### src/rtl/bsg_adder_multi_op_pipelined.sv
// Multi-operand adder: sums capacity_p operands exactly using a Wallace
// 3:2 carry-save tree followed by one carry-propagate add, split across
// stages_p register ranks with valid/ready flow control and bubble collapse.
module bsg_adder_multi_op_pipelined #(
    parameter int width_p       = 8,
    parameter int capacity_p    = 8,
    parameter int stages_p      = 2,
    parameter int output_size_p = width_p + ((capacity_p <= 1) ? 1 : $clog2(capacity_p))
) (
    input  logic                          clk_i,
    input  logic                          reset_n_i,
    input  logic                          v_i,
    output logic                          ready_o,
    input  logic                          signed_i,
    input  logic [capacity_p*width_p-1:0] ops_i,
    output logic                          v_o,
    input  logic                          ready_i,
    output logic [output_size_p-1:0]      sum_o
);

    // Row count left after the given number of 3:2 levels.
    function automatic int rowsAfter(input int levels);
        int n;
        n = capacity_p;
        for (int i = 0; i < levels; i++) begin
            if (n > 2) n = 2 * (n / 3) + (n % 3);
        end
        return n;
    endfunction

    // Number of 3:2 levels needed to reach two rows.
    function automatic int countLevels();
        int n;
        int l;
        n = capacity_p;
        l = 0;
        for (int i = 0; i < 64; i++) begin
            if (n > 2) begin
                n = 2 * (n / 3) + (n % 3);
                l++;
            end
        end
        return l;
    endfunction

    localparam int csaLevels = countLevels();
    localparam int lastLevel = csaLevels + 1;

    // Tree level whose result register rank r captures.
    function automatic int rankLevel(input int r);
        return (stages_p > 0) ? (r * lastLevel + stages_p - 1) / stages_p : 0;
    endfunction

    // Rank registering a given level, or 0 when that level is purely combinational.
    function automatic int rankOfLevel(input int l);
        int found;
        found = 0;
        for (int r = 1; r <= stages_p; r++) begin
            if (rankLevel(r) == l) found = r;
        end
        return found;
    endfunction

    // Rows present at the output of level l (the CPA collapses to one row).
    function automatic int rowsAt(input int l);
        return (l == lastLevel) ? 1 : rowsAfter(l);
    endfunction

    if (capacity_p < 2 || width_p < 1 || stages_p < 1 || stages_p > lastLevel
        || output_size_p < width_p) begin : paramCheckGen
        $error("bsg_adder_multi_op_pipelined: illegal parameters width_p=%0d capacity_p=%0d stages_p=%0d (max %0d)",
               width_p, capacity_p, stages_p, lastLevel);
    end

    // rankValid[r] marks rank r as holding a live transaction.
    logic [stages_p:1]   rankValid;
    // srcValid[r-1] is the valid feeding rank r; bit 0 is the input port.
    logic [stages_p:0]   srcValid;
    // rankLoad[r] means rank r captures this cycle; the top bit is the consumer.
    logic [stages_p+1:1] rankLoad;

    // Walk back from the consumer: a rank can load when empty or when it is draining forward.
    always_comb begin
        srcValid = {rankValid, v_i};
        rankLoad = '0;
        rankLoad[stages_p+1] = ready_i;
        for (int r = stages_p; r >= 1; r--) begin
            rankLoad[r] = ~rankValid[r] | rankLoad[r+1];
        end
    end

    assign ready_o = rankLoad[1];
    assign v_o     = srcValid[stages_p];

    // Valid bits follow their upstream source whenever the rank loads, so bubbles collapse.
    always_ff @(posedge clk_i or negedge reset_n_i) begin
        if (!reset_n_i) begin
            rankValid <= '0;
        end else begin
            for (int r = 1; r <= stages_p; r++) begin
                if (rankLoad[r]) rankValid[r] <= srcValid[r-1];
            end
        end
    end

    for (genvar l = 0; l <= lastLevel; l++) begin : levelGen
        localparam int rowsOut = rowsAt(l);
        logic [rowsOut-1:0][output_size_p-1:0] outRows;

        if (l == 0) begin : extendGen
            // Widen every operand to the result width; the sign bit is replicated only in signed mode.
            always_comb begin
                outRows = '0;
                for (int k = 0; k < capacity_p; k++) begin
                    outRows[k] = signed_i
                        ? output_size_p'($signed(ops_i[k*width_p +: width_p]))
                        : output_size_p'(ops_i[k*width_p +: width_p]);
                end
            end
        end else begin : reduceGen
            localparam int rowsIn  = rowsAt(l - 1);
            localparam int srcRank = rankOfLevel(l - 1);
            logic [rowsIn-1:0][output_size_p-1:0] inRows;

            if (srcRank != 0) begin : fromRankGen
                assign inRows = rankGen[srcRank].data;
            end else begin : fromLevelGen
                assign inRows = levelGen[l-1].outRows;
            end

            if (l == lastLevel) begin : cpaGen
                assign outRows = inRows[0] + inRows[1];
            end else begin : csaGen
                localparam int groups = rowsIn / 3;
                // Each full group of three rows becomes a sum row and a shifted carry row; leftovers pass through.
                always_comb begin
                    outRows = '0;
                    for (int g = 0; g < groups; g++) begin
                        outRows[2*g]   = inRows[3*g] ^ inRows[3*g+1] ^ inRows[3*g+2];
                        outRows[2*g+1] = ((inRows[3*g] & inRows[3*g+1])
                                        | (inRows[3*g] & inRows[3*g+2])
                                        | (inRows[3*g+1] & inRows[3*g+2])) << 1;
                    end
                    for (int k = 3 * groups; k < rowsIn; k++) begin
                        outRows[2*groups + k - 3*groups] = inRows[k];
                    end
                end
            end
        end
    end

    for (genvar r = 1; r <= stages_p; r++) begin : rankGen
        localparam int levelIdx = rankLevel(r);
        logic [rowsAt(levelIdx)-1:0][output_size_p-1:0] data;

        // Data only moves when a live transaction arrives, so empty ranks do not toggle.
        always_ff @(posedge clk_i or negedge reset_n_i) begin
            if (!reset_n_i) begin
                data <= '0;
            end else if (rankLoad[r] & srcValid[r-1]) begin
                data <= levelGen[levelIdx].outRows;
            end
        end
    end

    assign sum_o = rankGen[stages_p].data;

endmodule

### config.mk
export PLATFORM = sky130hd
export DESIGN_NAME = bsg_adder_multi_op_pipelined
export DESIGN_NICKNAME = d
export VERILOG_FILES = /design/src/rtl/bsg_adder_multi_op_pipelined.sv
export SDC_FILE = /design/constraint.sdc
export NUM_CORES = 1
export LEC_CHECK = 0
export CORE_AREA = 2 2 84 86
export CTS_BUF_LIST = sky130_fd_sc_hd__clkbuf_16
export DETAILED_ROUTE_END_ITERATION = 8
export DIE_AREA = 0 0 86 88
export PLACE_DENSITY = 0.8
export SETUP_SLACK_MARGIN = 0.1
export SLEW_MARGIN = 40
export SYNTH_ARGS = -nofsm -noshare
export SYNTH_HDL_FRONTEND = slang
export SYNTH_SLANG_ARGS = --single-unit
### constraint.sdc
create_clock -name clk_i -period 3.22 [get_ports clk_i]
set_input_delay 0.966 -clock clk_i [delete_from_list [all_inputs] [get_ports clk_i]]
set_output_delay 0.966 -clock clk_i [all_outputs]
set_load 0.005 [all_outputs]
==> reports/metrics.csv, run 1 <==
stage,metric,value,unit
placed_design,dp_hpwl,5.08,mm
worst_hold_path,hold_class,flip-flop to flip-flop,
clock_network,cts_buffers,5,
pwr,vdd_drop_max,0.000463,V
route,vias,2178,
floorplan,die_width,86,µm
sta,rsz0062_at_grt,no,
global_routing,grt_pass1_wl,10.2,mm
logic_synthesis,synth.most_common_cell,fa_1,
floorplan,dieArea,7570,µm²
clock_network,clk_latency,290,ps
clock_network,cts_hold_repair.buffers,0,
logic_synthesis,synth_common_cells,"55 x fa_1, 44 x dfrtp_1, 28 x inv_1",
floorplan,initial_core_util,49.0,%
logic_synthesis,yosys_warnings,0,
sta,finalSetupViolations,0,
clock_network,clkTransAtPathRegs,60,ps
worst_hold_path,whs_endpoint,sum_o[0],
global_routing,gr-total-overflow,0,
floorplan,design.core.area,6640,µm²
logic_synthesis,synthArstFlopShare,100,%
sta,worst_slew_pin_slew,721,ps
placed_design,place_congestion,0.786,
floorplan,rows,30,
finish,finalNetCount,480,
finish,drive_gt1_share,15.3,%
logic_synthesis,synth_flop_cell,dfrtp_1,
critical_path,end_kind,output port,
global_routing,first_global_vias,2351,
floorplan,die_h,88,µm
floorplan,num_io_pins,82,
worst_hold_path,hold_depth,2,
status,outcome,finished with violations,
critical_path,worstPathArrival,2110,ps
placed_design,place_area,4200,µm²
route,drt_iter0_markers,32,
route,drc_errors,1,
placed_design,placedCellCount,417,
logic_synthesis,synth_nets,388,
route,vias_per_cell,5.11,
logic_synthesis,ys_seq_area_share,33.8,%
route,wl_per_cell,14.3,µm
critical_path,r2r_slack,670,ps
worst_hold_path,min_from,levelGen[4].reduceGen.inRows[0],
logic_synthesis,synth_cell_types,34,
placed_design,port_buffers,81,
critical_path,rr_endpoint,sum_o[10],
logic_synthesis,syn_area,3260,µm²
critical_path,crit_fanout,3,
global_routing,grt_max_degree,45,
clock_network,cts_max_level,2,
logic_synthesis,syn_area_per_cell,12.9,µm²
route,firstDrtPassIters,6,
finish,final_area,4380,µm²
logic_synthesis,synth_top_area_cell,dfrtp_1,
route,final_antenna_net_count,0,
clock_network,cts_tree,done,
clock_network,ctsRootBufferMaster,clkbuf_16,
critical_path,timing.rr.start,levelGen[4].reduceGen.inRows[2],
route,wl,6.08,mm
critical_path,worstPathRequired,2250,ps
sta,drv_slew,0,
sta,hold_violations,0,
global_routing,grt_antenna_before_repair,0,
finish,syn_to_final_growth,34.4,%
logic_synthesis,yosys-top-cells-area,"dfrtp_1 34%, fa_1 34%, mux2_2 9.3%, ha_1 4.2%, inv_1 3.2%",
clock_network,ctsLongestPathBuffers,2,
finish,fin_cells,426,
logic_synthesis,synth_edf_count,0,
sta,max_freq,0.326,GHz
global_routing,grt.total_usage,17.2,%
clock_network,numClockSinks,44,
status,violations,design-rule violations,
finish,diodes,0,
critical_path,crit_type,primary input to output port,
sta,fin_skew,5.61,ps
sta,relSlewSlack,51.8,%
logic_synthesis,synth_seq_cells,44,
pwr,total_leakage_power,1.92,nW
critical_path,worstRegToRegCells,7,
pwr,powerDensity,802,nW/µm²
logic_synthesis,syn_inst,253,
critical_path,cp-start-kind,primary input,
job,maxCapViolations,0,
sta,fin_crit,3070,ps
logic_synthesis,yosys.area.top_type_share,33.8,%
sta,period_share,95.4,%
==> worst max-delay path by stage <==
stage	from	to	slack, ps
2_1_floorplan	ops_i[47]	levelGen[4].reduceGen.inRows[9]	180
3_3_place_gp	signed_i	levelGen[4].reduceGen.inRows[9]	-330
3_5_place_dp	signed_i	levelGen[4].reduceGen.inRows[9]	-450
4_1_cts	signed_i	levelGen[4].reduceGen.inRows[9]	110
5_1_grt	ops_i[31]	levelGen[4].reduceGen.inRows[9]	120
6_report	ready_i	ready_o	150
==> sequential cells by signal, indices dropped and copies added (netlist names) <==
signal,count
sum_o,11
rankValid,2
levelGen.reduceGen.inRows,31
==> repair_timing <==
item	in CTS	in global routing
pin swaps	4	0
setup endpoints to repair	5	4
hold endpoints to repair	0	0
gates resized for setup	13	2
buffers inserted	0	1
==> layout by cell type, fill, tap and decap left out, types with 2 or more instances in the layout <==
cell             count
o211ai_1             2
mux2_2              26
dlygate4sd2_1        6
a21o_1               2
nor2_1               5
clkdlybuf4s50_1     73
buf_4               10
clkbuf_16            5
and2_4               3
a21oi_1              3
ha_1                11
nand2b_1             4
inv_1               27
nand2_1             25
xnor2_1              7
a211oi_1             2
o21ai_0             10
dfrtp_1             44
fa_1                54
a31oi_1              2
o211a_1              2
==> routing by layer <==
metal	up-vias	routed length (µm)	track usage [%]
li1	1008	-	-
met2	53	3530	31.9
met4	0	77	4.33
met3	8	266	4.15
met5	-	0	0
met1	1109	2210	20.2
==> cells by family after synthesis <==
kind of cell / after synthesis / synth area share [%]
fa+ha+maj: 66 / 38.0
simple gates: 43 / 5.96
xor+xnor: 8 / 2.15
compound gates: 32 / 6.73
flops: 44 / 33.8
buf+inv: 33 / 3.96
mux: 27 / 9.34
==> critical path, cell delays in order <==
cell             delay [ps]
clkdlybuf4s50_1         470
nand3b_1                150
clkdlybuf4s50_1         520
==> metrics by stage <==
step                      hold slack [ps]  util, %  setup TNS [ps]  power [mW]  worst slack, ps
after global placement                443     63.2           -1770        2.85             -331
after CTS                             481     65.8               0        3.56              107
after detailed placement              466     63.2           -2510        2.96             -445
after global routing                  508     65.9               0        3.84              118
final                                 478     65.9               0        3.51              149
after floorplan                       433        -               0        2.32              178
==> report_power, final <==
group	internal [mW]	switching, mW
Clock	0.364	0.211
Sequential	0.777	0.149
Combinational	1.04	0.970
Total	2.18	1.33
==> layout make-up <==
class                      count  area [µm²]
multi-input combinational    176        2040
clock buffer                   5         125
clock inverter                 3        42.5
tap                           80         100
sequential                    44        1100
inverter                      28         105
fill                         507        2270
timing repair buffer          90         863
Note: power is estimated with default switching activity, not from simulation.
==> run 2, diff against run 1 <==
Settings changed: ABC_CLOCK_PERIOD_IN_PS from default to 3220, PLACE_DENSITY 0.8 to 0.91.
==> run 2 against run 1 <==
The flow now finishes without violations; wire length fell by 2.1%; sequential power barely moved; cell count fell by 0.47%; via count fell by 2.2%; non-clock buffer count fell by 2; design area fell by 0.29%; sequential share of layout area rose by 0.072 points; first-iteration DRC count rose by 130%; critical endpoint unchanged; flip-flop and latch count did not move; power barely moved; clock skew rose by 2.0 ps; critical path depth did not move.
==> reports/metrics.csv, run 2 (synthesis results as in run 1) <==
stage,metric,value,unit,change
job,maxCapViolations,0,,unchanged
route,wl_per_cell,14.0,µm,-1.6%
critical_path,cp-start-kind,primary input,,
clock_network,cts_buffers,5,,unchanged
route,vias_per_cell,5.02,,-1.7%
pwr,vdd_drop_max,0.000455,V,-1.8%
clock_network,ctsRootBufferMaster,clkbuf_16,,
floorplan,die_width,86,µm,unchanged
finish,fill_cells,475,,-6.3%
pwr,total_leakage_power,1.92,nW,-0.36%
finish,syn_to_final_growth,34.1,%,
floorplan,design.core.area,6640,µm²,unchanged
finish,seqCellArea,1100,µm²,unchanged
finish,drive_gt1_share,14.5,%,-0.78 points
clock_network,cts_tree,done,,
finish,mostFrequentLayoutCells,"73 x clkdlybuf4s50_1, 54 x fa_1, 44 x dfrtp_1",,
finish,fin_util,65.7,%,-0.19 points
sta,max_freq,0.324,GHz,-0.41%
pwr,total_power,3.51,mW,about the same
placed_design,place_area,4190,µm²,-0.18%
placed_design,dp_hpwl,5.01,mm,-1.4%
sta,hold_violations,0,,unchanged
floorplan,rows,30,,unchanged
sta,relSlewSlack,47.5,%,-4.3 points
clock_network,clkTransAtPathRegs,60,ps,about the same
critical_path,crit_fanout,3,,unchanged
route,final_antenna_net_count,0,,unchanged
status,outcome,finished clean,,
worst_hold_path,whs_endpoint,sum_o[0],,
clock_network,cts_max_level,2,,unchanged
worst_hold_path,hold_class,flip-flop to flip-flop,,
sta,fin_ws,136,ps,-12.7 ps
clock_network,numClockSinks,44,,unchanged
sta,drv_slew,0,,unchanged
sta,period_share,95.8,%,+0.40 points
placed_design,place_congestion,0.831,,+5.7%
placed_design,port_buffers,81,,unchanged
pwr,powerDensity,804,nW/µm²,+0.20%
placed_design,placedCellCount,416,,-0.24%
placed_design,dp_slack,-402,ps,+43.3 ps
finish,final_common_cell,clkdlybuf4s50_1,,
sta,worst_slew_pin_slew,784,ps,+63.6 ps
finish,largest_reg_flops,31,,unchanged
finish,final_area,4360,µm²,-0.29%
sta,fin_crit,3080,ps,+12.7 ps
route,drt_iter0_markers,74,,+130%
sta,fin_skew,7.65,ps,+2.04 ps
route,vias,2130,,-2.2%
finish,fin_cells,424,,-0.47%
finish,finalNetCount,478,,-0.42%
clock_network,cts_hold_repair.buffers,0,,unchanged
route,wl,5.95,mm,-2.1%
floorplan,num_io_pins,82,,unchanged
critical_path,worstPathArrival,2120,ps,about the same
clock_network,ctsLongestPathBuffers,2,,unchanged
global_routing,gr-total-overflow,0,,unchanged
critical_path,crit_type,primary input to output port,,
floorplan,dieArea,7570,µm²,unchanged
global_routing,grt.total_usage,16.8,%,-0.39 points
worst_hold_path,hold_depth,2,,unchanged
critical_path,timing.rr.start,levelGen[4].reduceGen.inRows[2],,
critical_path,end_kind,output port,,
sta,finalSetupViolations,0,,unchanged
finish,multi_input_comb_area,2040,µm²,-0.12%
floorplan,die_h,88,µm,unchanged
clock_network,clk_latency,280,ps,about the same
route,firstDrtPassIters,4,,-2
global_routing,grt_pass1_wl,10.0,mm,-1.8%
critical_path,worstRegToRegCells,7,,unchanged
critical_path,rr_endpoint,sum_o[8],,
floorplan,initial_core_util,49.0,%,unchanged
global_routing,grt_max_degree,45,,unchanged
global_routing,grt_antenna_before_repair,0,,unchanged
global_routing,first_global_vias,2249,,-4.3%
finish,diodes,0,,unchanged
critical_path,r2r_slack,700,ps,+30 ps
sta,rsz0062_at_grt,no,,
critical_path,worstPathRequired,2250,ps,about the same
route,drc_errors,0,,-1
worst_hold_path,min_from,levelGen[4].reduceGen.inRows[0],,
run 2: critical path: stages:
cell             delay, ps
clkdlybuf4s50_1        470
nand3b_1               160
clkdlybuf4s50_1        530
run 2: layout make-up:
cell class | instances | share of cell area [%]
multi-input combinational | 176 | 46.7
sequential | 44 | 25.2
timing repair buffer | 88 | 19.4
clock buffer | 5 | 2.87
inverter | 28 | 2.41
tap | 80 | 2.29
clock inverter | 3 | 1.09
run 2: metal layers:
| layer | routed length [µm] | share of wire (%) | global-route usage (%) |
|---|---|---|---|
| met2 | 3340 | 56 | 30.9 |
| met4 | 41 | 0.69 | 3.03 |
| met5 | 0 | 0 | 0 |
| met3 | 269 | 4.5 | 3.68 |
| met1 | 2300 | 39 | 20.7 |
run 2: through the flow:
step	TNS (ps)	hold WS [ps]
3_5_place_dp	-2430	455
4_1_cts	0	470
3_3_place_gp	-1740	442
6_report	0	467
5_1_grt	0	505
2_1_floorplan	0	433
run 2: worst max-delay path by stage:
stage          startpoint                              end  cells past startpoint
3_5_place_dp     signed_i  levelGen[4].reduceGen.inRows[9]                      6
2_1_floorplan   ops_i[47]  levelGen[4].reduceGen.inRows[9]                      5
6_report          ready_i                          ready_o                      3
5_1_grt           ready_i                          ready_o                      3
4_1_cts           ready_i                          ready_o                      3
3_3_place_gp     signed_i  levelGen[4].reduceGen.inRows[9]                      6
run 2: report_power, final:
group	switching, mW	internal [mW]	leakage [nW]
Sequential	0.149	0.777	0.525
Clock	0.212	0.368	0.0840
Combinational	0.968	1.03	1.31
run 2: timing repair:
item / in CTS / in global routing
setup buffers: 0 / 0
resized for setup: 12 / 2
pin swaps: 5 / 0
setup endpoints to repair: 6 / 3
